--- src/rtl/fp_addsub_stream_pkg.sv ---
// Shared definitions for the FP add/sub accelerator: register offsets,
// STATUS/CTRL bit positions, mode and bus FSM encodings, STATUS packing.
// Ports: none (package).
package fp_addsub_stream_pkg;

  // Register offsets within the decoded window
  localparam logic [7:0] OFF_OPA    = 8'h00;
  localparam logic [7:0] OFF_OPB    = 8'h04;
  localparam logic [7:0] OFF_RESULT = 8'h08;
  localparam logic [7:0] OFF_STATUS = 8'h0C;
  localparam logic [7:0] OFF_CTRL   = 8'h10;

  // STATUS bit positions
  localparam int STS_NONEMPTY = 0;
  localparam int STS_FULL     = 1;
  localparam int STS_BUSY     = 2;
  localparam int STS_ERR      = 3;
  localparam int STS_CNT_LSB  = 8;
  localparam int STS_INF_LSB  = 16;
  localparam int STS_FIELD_W  = 5;

  // CTRL bit positions
  localparam int CTRL_MODE  = 0;
  localparam int CTRL_CLEAR = 1;

  typedef enum logic {
    MODE_ADD = 1'b0,
    MODE_SUB = 1'b1
  } mode_e;

  typedef enum logic [2:0] {
    S_IDLE,
    S_RESP,
    S_STALL_ISSUE,
    S_STALL_READ,
    S_STALL_CLEAR
  } state_e;

  function automatic logic [31:0] pack_status(
    input logic                   nonempty,
    input logic                   full,
    input logic                   busy,
    input logic                   err,
    input logic [STS_FIELD_W-1:0] cnt,
    input logic [STS_FIELD_W-1:0] inf
  );
    logic [31:0] s;
    s = '0;
    s[STS_NONEMPTY] = nonempty;
    s[STS_FULL]     = full;
    s[STS_BUSY]     = busy;
    s[STS_ERR]      = err;
    s[STS_CNT_LSB +: STS_FIELD_W] = cnt;
    s[STS_INF_LSB +: STS_FIELD_W] = inf;
    return s;
  endfunction

endpackage

--- src/rtl/fp_addsub_stream_if.sv ---
// Device-bus request/response bundle for the FP add/sub accelerator.
// Ports: en_i/we_i/addr_i/data_i driven by the master; ready_o/data_o by the slave.
// Master holds a request until ready_o; ready_o is a one-cycle completion pulse.
interface fp_addsub_stream_if #(
  parameter int XLEN = 32
);
  logic            en_i;
  logic            we_i;
  logic [XLEN-1:0] addr_i;
  logic [XLEN-1:0] data_i;
  logic            ready_o;
  logic [XLEN-1:0] data_o;

  modport master (output en_i, we_i, addr_i, data_i, input ready_o, data_o);
  modport slave  (input en_i, we_i, addr_i, data_i, output ready_o, data_o);
endinterface

--- src/rtl/FP_ADDSUB.sv ---
// Behavioural stand-in for the single-precision adder IP (RNE, denormals flushed to zero).
// Latency: LATENCY cycles from s_axis valid to m_axis valid, fully pipelined.
// Backpressure: none; a result appears whether or not anyone is ready for it.
// Ports: aclk, aresetn, s_axis_a/b (tvalid, tdata), m_axis_result (tvalid, tdata).
module FP_ADDSUB #(
  parameter int LATENCY = 11
) (
  input  logic        aclk,
  input  logic        aresetn,
  input  logic        s_axis_a_tvalid,
  input  logic [31:0] s_axis_a_tdata,
  input  logic        s_axis_b_tvalid,
  input  logic [31:0] s_axis_b_tdata,
  output logic        m_axis_result_tvalid,
  output logic [31:0] m_axis_result_tdata
);

  function automatic logic [31:0] fp_add(input logic [31:0] a, input logic [31:0] b);
    logic [31:0] x, y;
    logic [26:0] mx, my, mb, mask;
    logic [27:0] s;
    logic [24:0] m;
    logic        rnd;
    int          d, e;
    // x is the operand of larger magnitude, so the difference never goes negative
    if (a[30:0] >= b[30:0]) begin x = a; y = b; end
    else                    begin x = b; y = a; end
    if (x[30:23] == 8'hFF) return x;
    if (x[30:23] == 8'h00) return 32'h0;
    if (y[30:23] == 8'h00) return x;
    mx = {1'b1, x[22:0], 3'b000};
    my = {1'b1, y[22:0], 3'b000};
    d  = int'(x[30:23]) - int'(y[30:23]);
    if (d > 26) begin
      mb = 27'd1;
    end else begin
      mask = (27'd1 << d) - 27'd1;
      mb   = (my >> d) | {26'd0, |(my & mask)};
    end
    if (x[31] == y[31]) s = {1'b0, mx} + {1'b0, mb};
    else                s = {1'b0, mx} - {1'b0, mb};
    if (s == 28'd0) return 32'h0;
    e = int'(x[30:23]);
    if (s[27]) begin
      s = {1'b0, s[27:2], s[1] | s[0]};
      e = e + 1;
    end else begin
      for (int i = 0; i < 26; i++) begin
        if (!s[26]) begin
          s = s << 1;
          e = e - 1;
        end
      end
    end
    rnd = s[2] & (s[1] | s[0] | s[3]);
    m   = {1'b0, s[26:3]} + {24'd0, rnd};
    if (m[24]) begin
      m = m >> 1;
      e = e + 1;
    end
    if (e >= 255) return {x[31], 8'hFF, 23'd0};
    if (e <= 0)   return {x[31], 31'd0};
    return {x[31], e[7:0], m[22:0]};
  endfunction

  logic [31:0]        r_dat [LATENCY];
  logic [LATENCY-1:0] r_vld;

  always_ff @(posedge aclk) begin
    if (!aresetn) r_vld <= '0;
    else          r_vld <= {r_vld[LATENCY-2:0], s_axis_a_tvalid & s_axis_b_tvalid};
  end

  always_ff @(posedge aclk) begin
    r_dat[0] <= fp_add(s_axis_a_tdata, s_axis_b_tdata);
    for (int i = 1; i < LATENCY; i++) r_dat[i] <= r_dat[i-1];
  end

  assign m_axis_result_tvalid = r_vld[LATENCY-1];
  assign m_axis_result_tdata  = r_dat[LATENCY-1];

endmodule

--- src/rtl/fp_result_fifo.sv ---
// Synchronous result FIFO with flush; push and pop together are allowed even when full.
// Latency: pushed data visible at the head the cycle after the push edge.
// Backpressure: push is dropped when full without a pop; pop is ignored when empty.
// Ports: i_clk, i_rst, i_push/i_push_dat, i_pop, i_flush, o_head_dat, o_full, o_empty, o_count.
module fp_result_fifo #(
  parameter int WIDTH = 32,
  parameter int DEPTH = 4
) (
  input  logic                     i_clk,
  input  logic                     i_rst,
  input  logic                     i_push,
  input  logic [WIDTH-1:0]         i_push_dat,
  input  logic                     i_pop,
  input  logic                     i_flush,
  output logic [WIDTH-1:0]         o_head_dat,
  output logic                     o_full,
  output logic                     o_empty,
  output logic [$clog2(DEPTH):0]   o_count
);
  localparam int AW = $clog2(DEPTH);

  logic [WIDTH-1:0] r_mem [DEPTH];
  logic [AW-1:0]    r_wr_ptr;
  logic [AW-1:0]    r_rd_ptr;
  logic [AW:0]      r_count;
  logic             w_push;
  logic             w_pop;

  assign o_empty    = (r_count == '0);
  assign o_full     = (r_count == (AW+1)'(DEPTH));
  assign o_count    = r_count;
  assign o_head_dat = r_mem[r_rd_ptr];

  assign w_pop  = i_pop && !o_empty;
  // A pop in the same cycle frees the slot, so a full FIFO can still accept.
  assign w_push = i_push && (!o_full || w_pop);

  always_ff @(posedge i_clk) begin
    if (i_rst || i_flush) begin
      r_wr_ptr <= '0;
      r_rd_ptr <= '0;
      r_count  <= '0;
    end else begin
      if (w_push) r_wr_ptr <= r_wr_ptr + 1'b1;
      if (w_pop)  r_rd_ptr <= r_rd_ptr + 1'b1;
      unique case ({w_push, w_pop})
        2'b10:   r_count <= r_count + 1'b1;
        2'b01:   r_count <= r_count - 1'b1;
        default: r_count <= r_count;
      endcase
    end
  end

  always_ff @(posedge i_clk) begin
    if (w_push && !i_flush) r_mem[r_wr_ptr] <= i_push_dat;
  end

endmodule

--- src/rtl/fp_addsub_stream.sv ---
// Memory-mapped FP32 add/sub accelerator: OPA/OPB writes issue to a pipelined core, results queue for RESULT reads.
// Latency: ready_o one cycle after an unstalled request; OPB accept to STATUS nonempty is CORE_LAT+2 cycles.
// Backpressure: OPB stalls without a result credit, RESULT stalls while a result is in flight, clear stalls until drained.
// Ports: clk_i, rst_i (sync, active-high), bus (slave side of fp_addsub_stream_if).
module fp_addsub_stream
  import fp_addsub_stream_pkg::*;
#(
  parameter int              XLEN      = 32,
  parameter logic [XLEN-1:0] BASE_ADDR = 32'hC400_0000,
  parameter int              RES_DEPTH = 4,
  parameter int              CORE_LAT  = 11
) (
  input  logic              clk_i,
  input  logic              rst_i,
  fp_addsub_stream_if.slave bus
);
  localparam int CW = $clog2(RES_DEPTH) + 1;

  state_e            r_state, w_state_nxt;
  logic              r_ready;
  logic [XLEN-1:0]   r_data;
  mode_e             r_mode;
  logic [XLEN-1:0]   r_a;
  logic              r_a_loaded;
  logic              r_err;
  logic [4:0]        r_inflight;
  logic              r_issue_vld;
  logic [XLEN-1:0]   r_issue_a;
  logic [XLEN-1:0]   r_issue_b;

  logic              w_resp, w_issue, w_pop, w_clear, w_set_err, w_load_a, w_mode_wr;
  logic [XLEN-1:0]   w_rdata;
  logic              w_in_win;
  logic [7:0]        w_off;
  logic              w_credit;
  logic              w_core_vld, w_core_done;
  logic [31:0]       w_core_dat;
  logic [XLEN-1:0]   w_head;
  logic              w_full, w_empty;
  logic [CW-1:0]     w_fifo_count;
  logic [XLEN-1:0]   w_status;

  assign w_in_win = (bus.addr_i[XLEN-1:8] == BASE_ADDR[XLEN-1:8]);
  assign w_off    = bus.addr_i[7:0];
  // Every in-flight op already owns a FIFO slot, so the FIFO can never overflow.
  assign w_credit = (6'(r_inflight) + 6'(w_fifo_count)) < 6'(RES_DEPTH);
  // Results landing after a reset find in_flight=0 and are dropped.
  assign w_core_done = w_core_vld && (r_inflight != '0);
  assign w_status = pack_status(!w_empty, w_full, r_inflight != '0, r_err,
                                5'(w_fifo_count), r_inflight);

  // Stall states re-decode the live request each cycle; the master holds it stable.
  // A master that drops en_i while stalled withdraws the request.
  always_comb begin
    w_state_nxt = r_state;
    w_resp      = 1'b0;
    w_rdata     = '0;
    w_issue     = 1'b0;
    w_pop       = 1'b0;
    w_clear     = 1'b0;
    w_set_err   = 1'b0;
    w_load_a    = 1'b0;
    w_mode_wr   = 1'b0;
    if (r_state == S_RESP) begin
      w_state_nxt = S_IDLE;
    end else if (!bus.en_i) begin
      w_state_nxt = S_IDLE;
    end else if (!w_in_win) begin
      w_resp = 1'b1;
    end else begin
      unique case (w_off)
        OFF_OPA: begin
          w_load_a = bus.we_i;
          w_resp   = 1'b1;
        end
        OFF_OPB: begin
          if (!bus.we_i) begin
            w_resp = 1'b1;
          end else if (!r_a_loaded) begin
            w_set_err = 1'b1;
            w_resp    = 1'b1;
          end else if (w_credit) begin
            w_issue = 1'b1;
            w_resp  = 1'b1;
          end else begin
            w_state_nxt = S_STALL_ISSUE;
          end
        end
        OFF_RESULT: begin
          if (bus.we_i) begin
            w_resp = 1'b1;
          end else if (!w_empty) begin
            w_pop   = 1'b1;
            w_rdata = w_head;
            w_resp  = 1'b1;
          end else if (r_inflight != '0) begin
            w_state_nxt = S_STALL_READ;
          end else begin
            w_set_err = 1'b1;
            w_resp    = 1'b1;
          end
        end
        OFF_STATUS: begin
          if (!bus.we_i) w_rdata = w_status;
          w_resp = 1'b1;
        end
        OFF_CTRL: begin
          if (!bus.we_i) begin
            w_rdata[CTRL_MODE] = r_mode;
            w_resp             = 1'b1;
          end else if (!bus.data_i[CTRL_CLEAR]) begin
            w_mode_wr = 1'b1;
            w_resp    = 1'b1;
          end else if (r_inflight == '0) begin
            w_clear   = 1'b1;
            w_mode_wr = 1'b1;
            w_resp    = 1'b1;
          end else begin
            w_state_nxt = S_STALL_CLEAR;
          end
        end
        default: w_resp = 1'b1;
      endcase
      if (w_resp) w_state_nxt = S_RESP;
    end
  end

  always_ff @(posedge clk_i) begin
    if (rst_i) begin
      r_state     <= S_IDLE;
      r_ready     <= 1'b0;
      r_data      <= '0;
      r_mode      <= MODE_ADD;
      r_a         <= '0;
      r_a_loaded  <= 1'b0;
      r_err       <= 1'b0;
      r_inflight  <= '0;
      r_issue_vld <= 1'b0;
      r_issue_a   <= '0;
      r_issue_b   <= '0;
    end else begin
      r_state     <= w_state_nxt;
      r_ready     <= w_resp;
      r_data      <= w_resp ? w_rdata : '0;
      r_issue_vld <= w_issue;
      if (w_issue) begin
        r_issue_a <= r_a;
        // Subtract is an add with B's sign flipped
        r_issue_b <= {bus.data_i[XLEN-1] ^ (r_mode == MODE_SUB), bus.data_i[XLEN-2:0]};
      end
      if (w_load_a) begin
        r_a        <= bus.data_i;
        r_a_loaded <= 1'b1;
      end
      if (w_mode_wr) r_mode <= mode_e'(bus.data_i[CTRL_MODE]);
      if (w_clear) begin
        r_err      <= 1'b0;
        r_a_loaded <= 1'b0;
      end else if (w_set_err) begin
        r_err <= 1'b1;
      end
      unique case ({w_issue, w_core_done})
        2'b10:   r_inflight <= r_inflight + 1'b1;
        2'b01:   r_inflight <= r_inflight - 1'b1;
        default: r_inflight <= r_inflight;
      endcase
    end
  end

  assign bus.ready_o = r_ready;
  assign bus.data_o  = r_data;

  FP_ADDSUB #(
    .LATENCY (CORE_LAT)
  ) u_core (
    .aclk                 (clk_i),
    .aresetn              (!rst_i),
    .s_axis_a_tvalid      (r_issue_vld),
    .s_axis_a_tdata       (r_issue_a),
    .s_axis_b_tvalid      (r_issue_vld),
    .s_axis_b_tdata       (r_issue_b),
    .m_axis_result_tvalid (w_core_vld),
    .m_axis_result_tdata  (w_core_dat)
  );

  fp_result_fifo #(
    .WIDTH (XLEN),
    .DEPTH (RES_DEPTH)
  ) u_fifo (
    .i_clk      (clk_i),
    .i_rst      (rst_i),
    .i_push     (w_core_done),
    .i_push_dat (w_core_dat),
    .i_pop      (w_pop),
    .i_flush    (w_clear),
    .o_head_dat (w_head),
    .o_full     (w_full),
    .o_empty    (w_empty),
    .o_count    (w_fifo_count)
  );

endmodule

--- src/flat_wrapper.sv ---
// flat-port wrapper written by rule: the top's interface ports become plain ports
module fp_addsub_stream_flat import fp_addsub_stream_pkg::*;
#(
  parameter int              XLEN      = 32,
  parameter logic [XLEN-1:0] BASE_ADDR = 32'hC400_0000,
  parameter int              RES_DEPTH = 4,
  parameter int              CORE_LAT  = 11
)
  (clk_i, rst_i, bus_en_i, bus_we_i, bus_addr_i, bus_data_i, bus_ready_o, bus_data_o);
  fp_addsub_stream_if #(.XLEN(XLEN)) bus_i ();
  input  logic clk_i;
  input  logic rst_i;
  input wire logic [$bits(bus_i.en_i)-1:0] bus_en_i;
  input wire logic [$bits(bus_i.we_i)-1:0] bus_we_i;
  input wire logic [$bits(bus_i.addr_i)-1:0] bus_addr_i;
  input wire logic [$bits(bus_i.data_i)-1:0] bus_data_i;
  output wire logic [$bits(bus_i.ready_o)-1:0] bus_ready_o;
  output wire logic [$bits(bus_i.data_o)-1:0] bus_data_o;
  assign bus_i.en_i = bus_en_i;
  assign bus_i.we_i = bus_we_i;
  assign bus_i.addr_i = bus_addr_i;
  assign bus_i.data_i = bus_data_i;
  assign bus_ready_o = bus_i.ready_o;
  assign bus_data_o = bus_i.data_o;
  fp_addsub_stream #(.XLEN(XLEN), .BASE_ADDR(BASE_ADDR), .RES_DEPTH(RES_DEPTH), .CORE_LAT(CORE_LAT)) u_core (.clk_i(clk_i), .rst_i(rst_i), .bus(bus_i));
endmodule
--- config.mk ---
export PLATFORM = sky130hd
export DESIGN_NAME = fp_addsub_stream_flat
export DESIGN_NICKNAME = d
export VERILOG_FILES = /design/src/rtl/fp_addsub_stream_pkg.sv /design/src/rtl/fp_addsub_stream_if.sv /design/src/rtl/FP_ADDSUB.sv /design/src/rtl/fp_result_fifo.sv /design/src/rtl/fp_addsub_stream.sv /design/src/flat_wrapper.sv
export SDC_FILE = /design/constraint.sdc
export NUM_CORES = 2
export LEC_CHECK = 0
export BUFFER_PORTS_ARGS = -buffer_cell sky130_fd_sc_hd__buf_2
export CAP_MARGIN = 20
export CORE_MARGIN = 1.5
export CORE_UTILIZATION = 52
export CTS_BUF_LIST = sky130_fd_sc_hd__clkbuf_2
export CTS_CLUSTER_SIZE = 28
export DETAILED_ROUTE_END_ITERATION = 8
export GPL_TIMING_DRIVEN = 0
export PLACE_DENSITY_LB_ADDON = 0.05
export SKIP_LAST_GASP = 1
export SLEW_MARGIN = 20
export SYNTH_ARGS = -nofsm -noshare
export SYNTH_HDL_FRONTEND = slang
export SYNTH_SLANG_ARGS = --single-unit
--- constraint.sdc ---
create_clock -name clk_i -period 33.7 [get_ports clk_i]
set_clock_uncertainty 0.2 [all_clocks]
set_input_delay 0 -clock clk_i [delete_from_list [all_inputs] [get_ports clk_i]]
set_output_delay 0 -clock clk_i [all_outputs]
set_load 0.02 [all_outputs]
# Yosys cells after proc, flatten, opt, wreduce, memory -nomap -nowiden
# Memory sizes are Yosys's and may differ from the RTL's. A register that Yosys moved wholly into a read port is not among the register bits.
# Index checks and enable logic that the tools add are counted.
[totals]
regBits = 159
memories = 2
out_inout_bits = 33
word_cells = 556
mem_bits_rw = 480
[classes]
shifts = 2
order_cmp = 5
add_sub_neg = 40
eq_ne = 22
mux = 436
reduce_logical = 24
bitwise_logic = 10
[memory_table]
columns = ["memory", "words", "width", "read_ports", "rd_ports_with_merged_regs", "write_ports", "line", "source"]
rows = [
  ["u_core.u_core.r_dat", 11, 32, 11, 0, 11, "FP_ADDSUB.sv:66", "logic [31:0] r_dat [LATENCY];"],
  ["u_core.u_fifo.r_mem", 4, 32, 1, 1, 1, "fp_result_fifo.sv:22", "logic [WIDTH-1:0] r_mem [DEPTH];"],
]
[op_table]
columns = ["op", "n"]
rows = [
  ["32-bit 2-to-1 mux", 178],
  ["27-bit 2-to-1 mux", 160],
  ["32-bit by 2-bit subtractor with 32-bit output, second input constant", 25],
  ["28-bit 2-to-1 mux", 4],
  ["1-bit 2-to-1 mux", 73],
  ["31-bit case mux with 2 select lines", 1],
  ["32-bit by 2-bit adder with 32-bit output, second input constant", 1],
  ["32-bit by 9-bit >= comparator with 1-bit output, second input constant", 1],
  ["32-bit by 1-bit less-or-equal comparator with 1-bit output, second input constant", 1],
  ["1-bit by 32-bit << shifter with 27-bit output, first input constant", 1],
  ["27-bit by 32-bit right shift with 27-bit output", 1],
  ["31-bit >= comparator", 1],
  ["3-bit 2-to-1 mux", 10],
  ["27-bit by 27-bit adder with 28-bit output", 1],
  ["28-bit logical NOT", 1],
  ["27-bit by 27-bit subtractor with 28-bit output", 1],
  ["27-bit AND", 1],
  ["27-bit by 1-bit bitwise OR with 27-bit output", 1],
  ["27-bit OR reduction", 1],
  ["27-bit by 1-bit subtractor with 27-bit output, second input constant", 1],
  ["24-bit by 1-bit adder with 25-bit output", 1],
  ["24-bit equality test, second input constant", 1],
  ["8-bit logical NOT", 3],
  ["23-bit 2-to-1 mux", 1],
  ["other kinds (46)", 69],
]

# Logic depth before layout (Yosys ltp)
[logic_depth]
ltp_word = 224
depth_mapped = 145
depth_no_buf = 131

# By module
# A second synthesis with hierarchy kept.
[unflattened]
hier_cells = 6911
hier_area_um2 = 55345.6
[modules_own_cells]
columns = ["mod", "cells_each", "area_per_inst_um2", "seq_area_each_um2", "n_inst"]
rows = [
  ["FP_ADDSUB", 6063, 44848.0, 7267.0, 1],
  ["fp_addsub_stream", 627, 5386.4, 2822.7, 1],
  ["fp_result_fifo", 221, 5111.2, 4023.9, 1],
]

# Worst setup path after synthesis
# Ideal clock, no wire load.
[synth_path]
path_kind = "register to register"
from = "register u_core.r_issue_b[28]"
to = "memory u_core.u_core.r_dat[0][19]"
arrival_time_ps = 27402
slack_ps = 6028
stages_incl_launch_ff = 136
cell_sequence = "dfxtp_1 inv_1 ha_1 and2_4 a221o_1 a221o_1 or3_1 buf_2 nor2_4 buf_2 clkbuf_1 clkbuf_1 a21oi_1 ha_1 a31oi_1 nand3_1 buf_2 buf_2 [100 not listed] nor4b_1 nand3_1 or4_1 a21o_1 xor2_1 nand3b_1 xnor2_1 or3_1 or4_1 a221oi_1 o221ai_1 a221oi_1 o31a_1 a21boi_0 a32oi_2 nand4b_1 buf_6 o2bb2ai_1"
[synth_lines]
columns = ["element", "line", "source"]
rows = [
  ["start, declared", "fp_addsub_stream.sv:29", "logic [XLEN-1:0] r_issue_b;"],
  ["start signal, assigned", "fp_addsub_stream.sv:149", "r_issue_b <= {bus.data_i[XLEN-1] ^ (r_mode == MODE_SUB), bus.data_i[XLEN-2:0]};"],
  ["end, declared", "FP_ADDSUB.sv:66", ""],
]

==> metrics.yaml <==
run_status:
  status: "complete, but fails checks"
  violations: "DRC"
synth:
  yosysTopAreaCell: "dfxtp_1"
  syn_area_mm2: 0.05311
  async_flop_share: 0
  synth_top_area_share: 0.1934
  synth.avg_cell_area_um2: 7.925
  synth_edf_count: 128
  synth.most_common_cell: "nand2_1"
  synth_cell_types: 146
  syn_nets: 6900
  synth-seq-cells: 641
  ys_seq_area_frac: 0.2657
  yosys-top-cells-area: "dfxtp_1 19%, edfxtp_1 7.2%, xnor2_1 5.7%"
  yosys_warnings: 0
  synth_cells: 6702
  ys.flop_type: "dfxtp_1"
  synthTopCellsByCount: "755 x nand2_1, 551 x nor2_1, 513 x dfxtp_1"
placement:
  hpwlAfterDp_um: 143500
  dp_cells: 8179
  port_buffers: 99
  place_congestion: 1.013
clock_tree:
  cts_max_level: 4
  clkTransAtPathRegs_ps: 120
  cts_tree: "built"
  cts_max_path_buffers: 3
  clk-insertion-delay-late_ps: 1100
  numCtsBuffers: 131
  cts_root_buffer: "clkbuf_2"
  cts.sinks: 641
  post-cts-setup-buffers: 0
sta:
  whs_ps: 75.89
  slew_headroom: 0.1354
  min_period_ps: 32110
  slew_violations: 0
  hold_viol: 0
  setup_viol: 0
  max_freq_mhz: 31.14
  fin_crit_sh: 0.9528
  tns_ps: 0
  rsz0062_at_grt: "no"
  tightestPinTransition_ps: 1283
die:
  die_y_um: 322.6
  die_w_um: 322.6
  core-area_mm2: 0.1016
  core.rowCount: 117
  start_util: 0.5228
  ios: 101
  design.die.area_mm2: 0.1041
finish:
  final_nets: 7276
  areaGrowthSynthToFinish_pct: 9.652
  final_cells: 8544
  drive_gt1_frac: 0.1006
  final_util: 0.5732
pwr:
  leakagePower_uw: 0.02121
  ir_drop_v: 0.00002680
  total_power_uw: 1253
  power_density_mw_per_mm2: 21.52
worst_hold_path:
  worstHoldPathType: "reg2reg"
worst_setup_path:
  crit_fanout: 19
  crit_slowest_cell: "a211oi_1"
  max_stage_delay_ps: 620
  critPathLaunchType: "flip-flop"
  critPathArrivalTime_ps: 32790
  critPathCaptureType: "flip-flop"
  critPathKind: "reg2reg"
  path_common_cell: "ha_1"
  cp.required_ps: 34380
grt:
  grt_max_degree: 26
  grt_pass1_wl_um: 284000
  overflow: 0
  grt.total_usage: 0.3389
  grt_pass1_vias: 50050
  antenna_found_initial: 7
drt:
  drc: 2
  vias: 54650
  ant_nets: 0
  wirelength_um: 182800
  routed_via_density: 6.397
  wl_per_cell_um: 21.39
  drtIter0Drc: 5676
  drtPass1Iterations: 9
run:
  cap_violations: 0
==> timing repair <==
action	CTS	global route
gates cloned	0	0
endpoints found under the hold margin	289	0
resized for setup	5	29
endpoints found under the setup margin	31	31
hold buffers	138	0
==> state kept, by name, summed over array words and instances, names as in the netlist, named ones only <==
name / flops
u_core.r_mode: 1
u_core.r_issue_vld: 1
u_core.u_fifo.r_wr_ptr: 2
u_core.r_issue_a: 32
u_core.r_state: 3
u_core.r_a_loaded: 1
u_core.u_core.r_dat: 352
u_core.bus.data_o: 32
u_core.u_fifo.r_rd_ptr: 2
u_core.u_core.r_vld: 11
u_core.r_err: 1
u_core.bus.ready_o: 1
u_core.r_issue_b: 32
u_core.u_fifo.r_mem: 128
u_core.r_a: 32
u_core.u_fifo.o_count: 3
u_core.r_inflight: 5
==> metrics by stage <==
stage	setup slack, ps	area (µm²)
2_1_floorplan	6028	53110
3_3_place_gp	-1193	55320
3_5_place_dp	-1262	55510
4_1_cts	13.83	58140
5_1_grt	41.47	58240
6_report	1589	58240
==> routing by layer <==
layer  vias to the layer above  GRT usage  wire (µm)
li1                      25990          -          -
met1                     25900     0.4937      84200
met2                      2397     0.4983      76300
met3                       365    0.07252      17240
met4                         2    0.09790       5039
met5                         -          0         10
==> cells by family (layout without fill, tap and decap cells) <==
family | count (synthesis) | after routing | synth area share
and+or+nand+nor | 2830 | 2830 | 0.2716
AOI/OAI and AO/OA | 1869 | 1869 | 0.2451
DFF | 641 | 641 | 0.2657
xor gates and xnor gates | 538 | 538 | 0.09883
buffers and inverters | 478 | 946 | 0.03548
muxes | 210 | 210 | 0.05110
adders and majority gates | 136 | 136 | 0.03220
other | 0 | 6 | 0
==> final timing paths <==
kind,cells past startpoint,end,slack [ps],start
worst min register to register,0,u_core.u_core.r_dat[4][27],80,u_core.u_core.r_dat[3][27]
worst max-delay path,127,u_core.u_core.r_dat[0][5],1590,u_core.r_issue_b[28]
worst max register to register,127,u_core.u_core.r_dat[0][5],1590,u_core.r_issue_b[28]
worst min-delay path,0,u_core.u_core.r_dat[4][27],80,u_core.u_core.r_dat[3][27]
==> worst max-delay path: cells and delay by family (launching register included) <==
family / cells / cell delay, ps
and+or+nand+nor: 30 / 6590
muxes: 8 / 1990
buffers and inverters: 14 / 2470
DFF: 1 / 470
AOI/OAI and AO/OA: 48 / 11610
xor gates and xnor gates: 7 / 2250
adders and majority gates: 20 / 6390
==> cell usage in the layout (no fill, tap or decap), types with 77 or more instances in the layout <==
cell type,synthesis,layout
o211ai_1,93,93
nor2_1,551,551
a31oi_1,78,77
clkbuf_1,225,215
edfxtp_1,128,128
nor4_1,95,94
dfxtp_1,513,513
nor3_1,245,243
clkbuf_2,1,203
xnor2_1,344,340
a211oi_1,109,107
buf_2,41,141
ha_1,127,127
o21ai_0,260,250
nand2_1,755,755
a21oi_1,472,467
and3_1,102,102
and2_1,109,105
or3_1,97,97
a21o_1,83,83
dlygate4sd3_1,0,138
nand4_1,129,129
xor2_1,141,140
inv_1,177,177
mux2i_1,126,125
nand3_1,299,299
==> report_power, final <==
| group | internal, µW | total, µW | switching (µW) | leakage [µW] |
|---|---|---|---|---|
| registers | 778 | 778 | 0.0156 | 0.00562 |
| clock network | 176 | 456 | 280 | 0.000928 |
| logic | 10.3 | 19.2 | 8.86 | 0.0147 |
| total | 964 | 1250 | 289 | 0.0212 |
==> final cells by class <==
| cell class | count | area (µm²) |
|---|---|---|
| fillers | 9727 | 43360 |
| multi-input cells | 5583 | 37270 |
| flip-flops and latches | 641 | 14110 |
| repair buffers | 247 | 2008 |
| well taps | 1368 | 1712 |
| plain buffers | 293 | 1207 |
| clock buffers | 196 | 980.9 |
| inverters | 181 | 679.4 |
| clock inverters | 29 | 250.2 |
| diodes | 6 | 15.01 |
(Power assumes the default switching activity.)
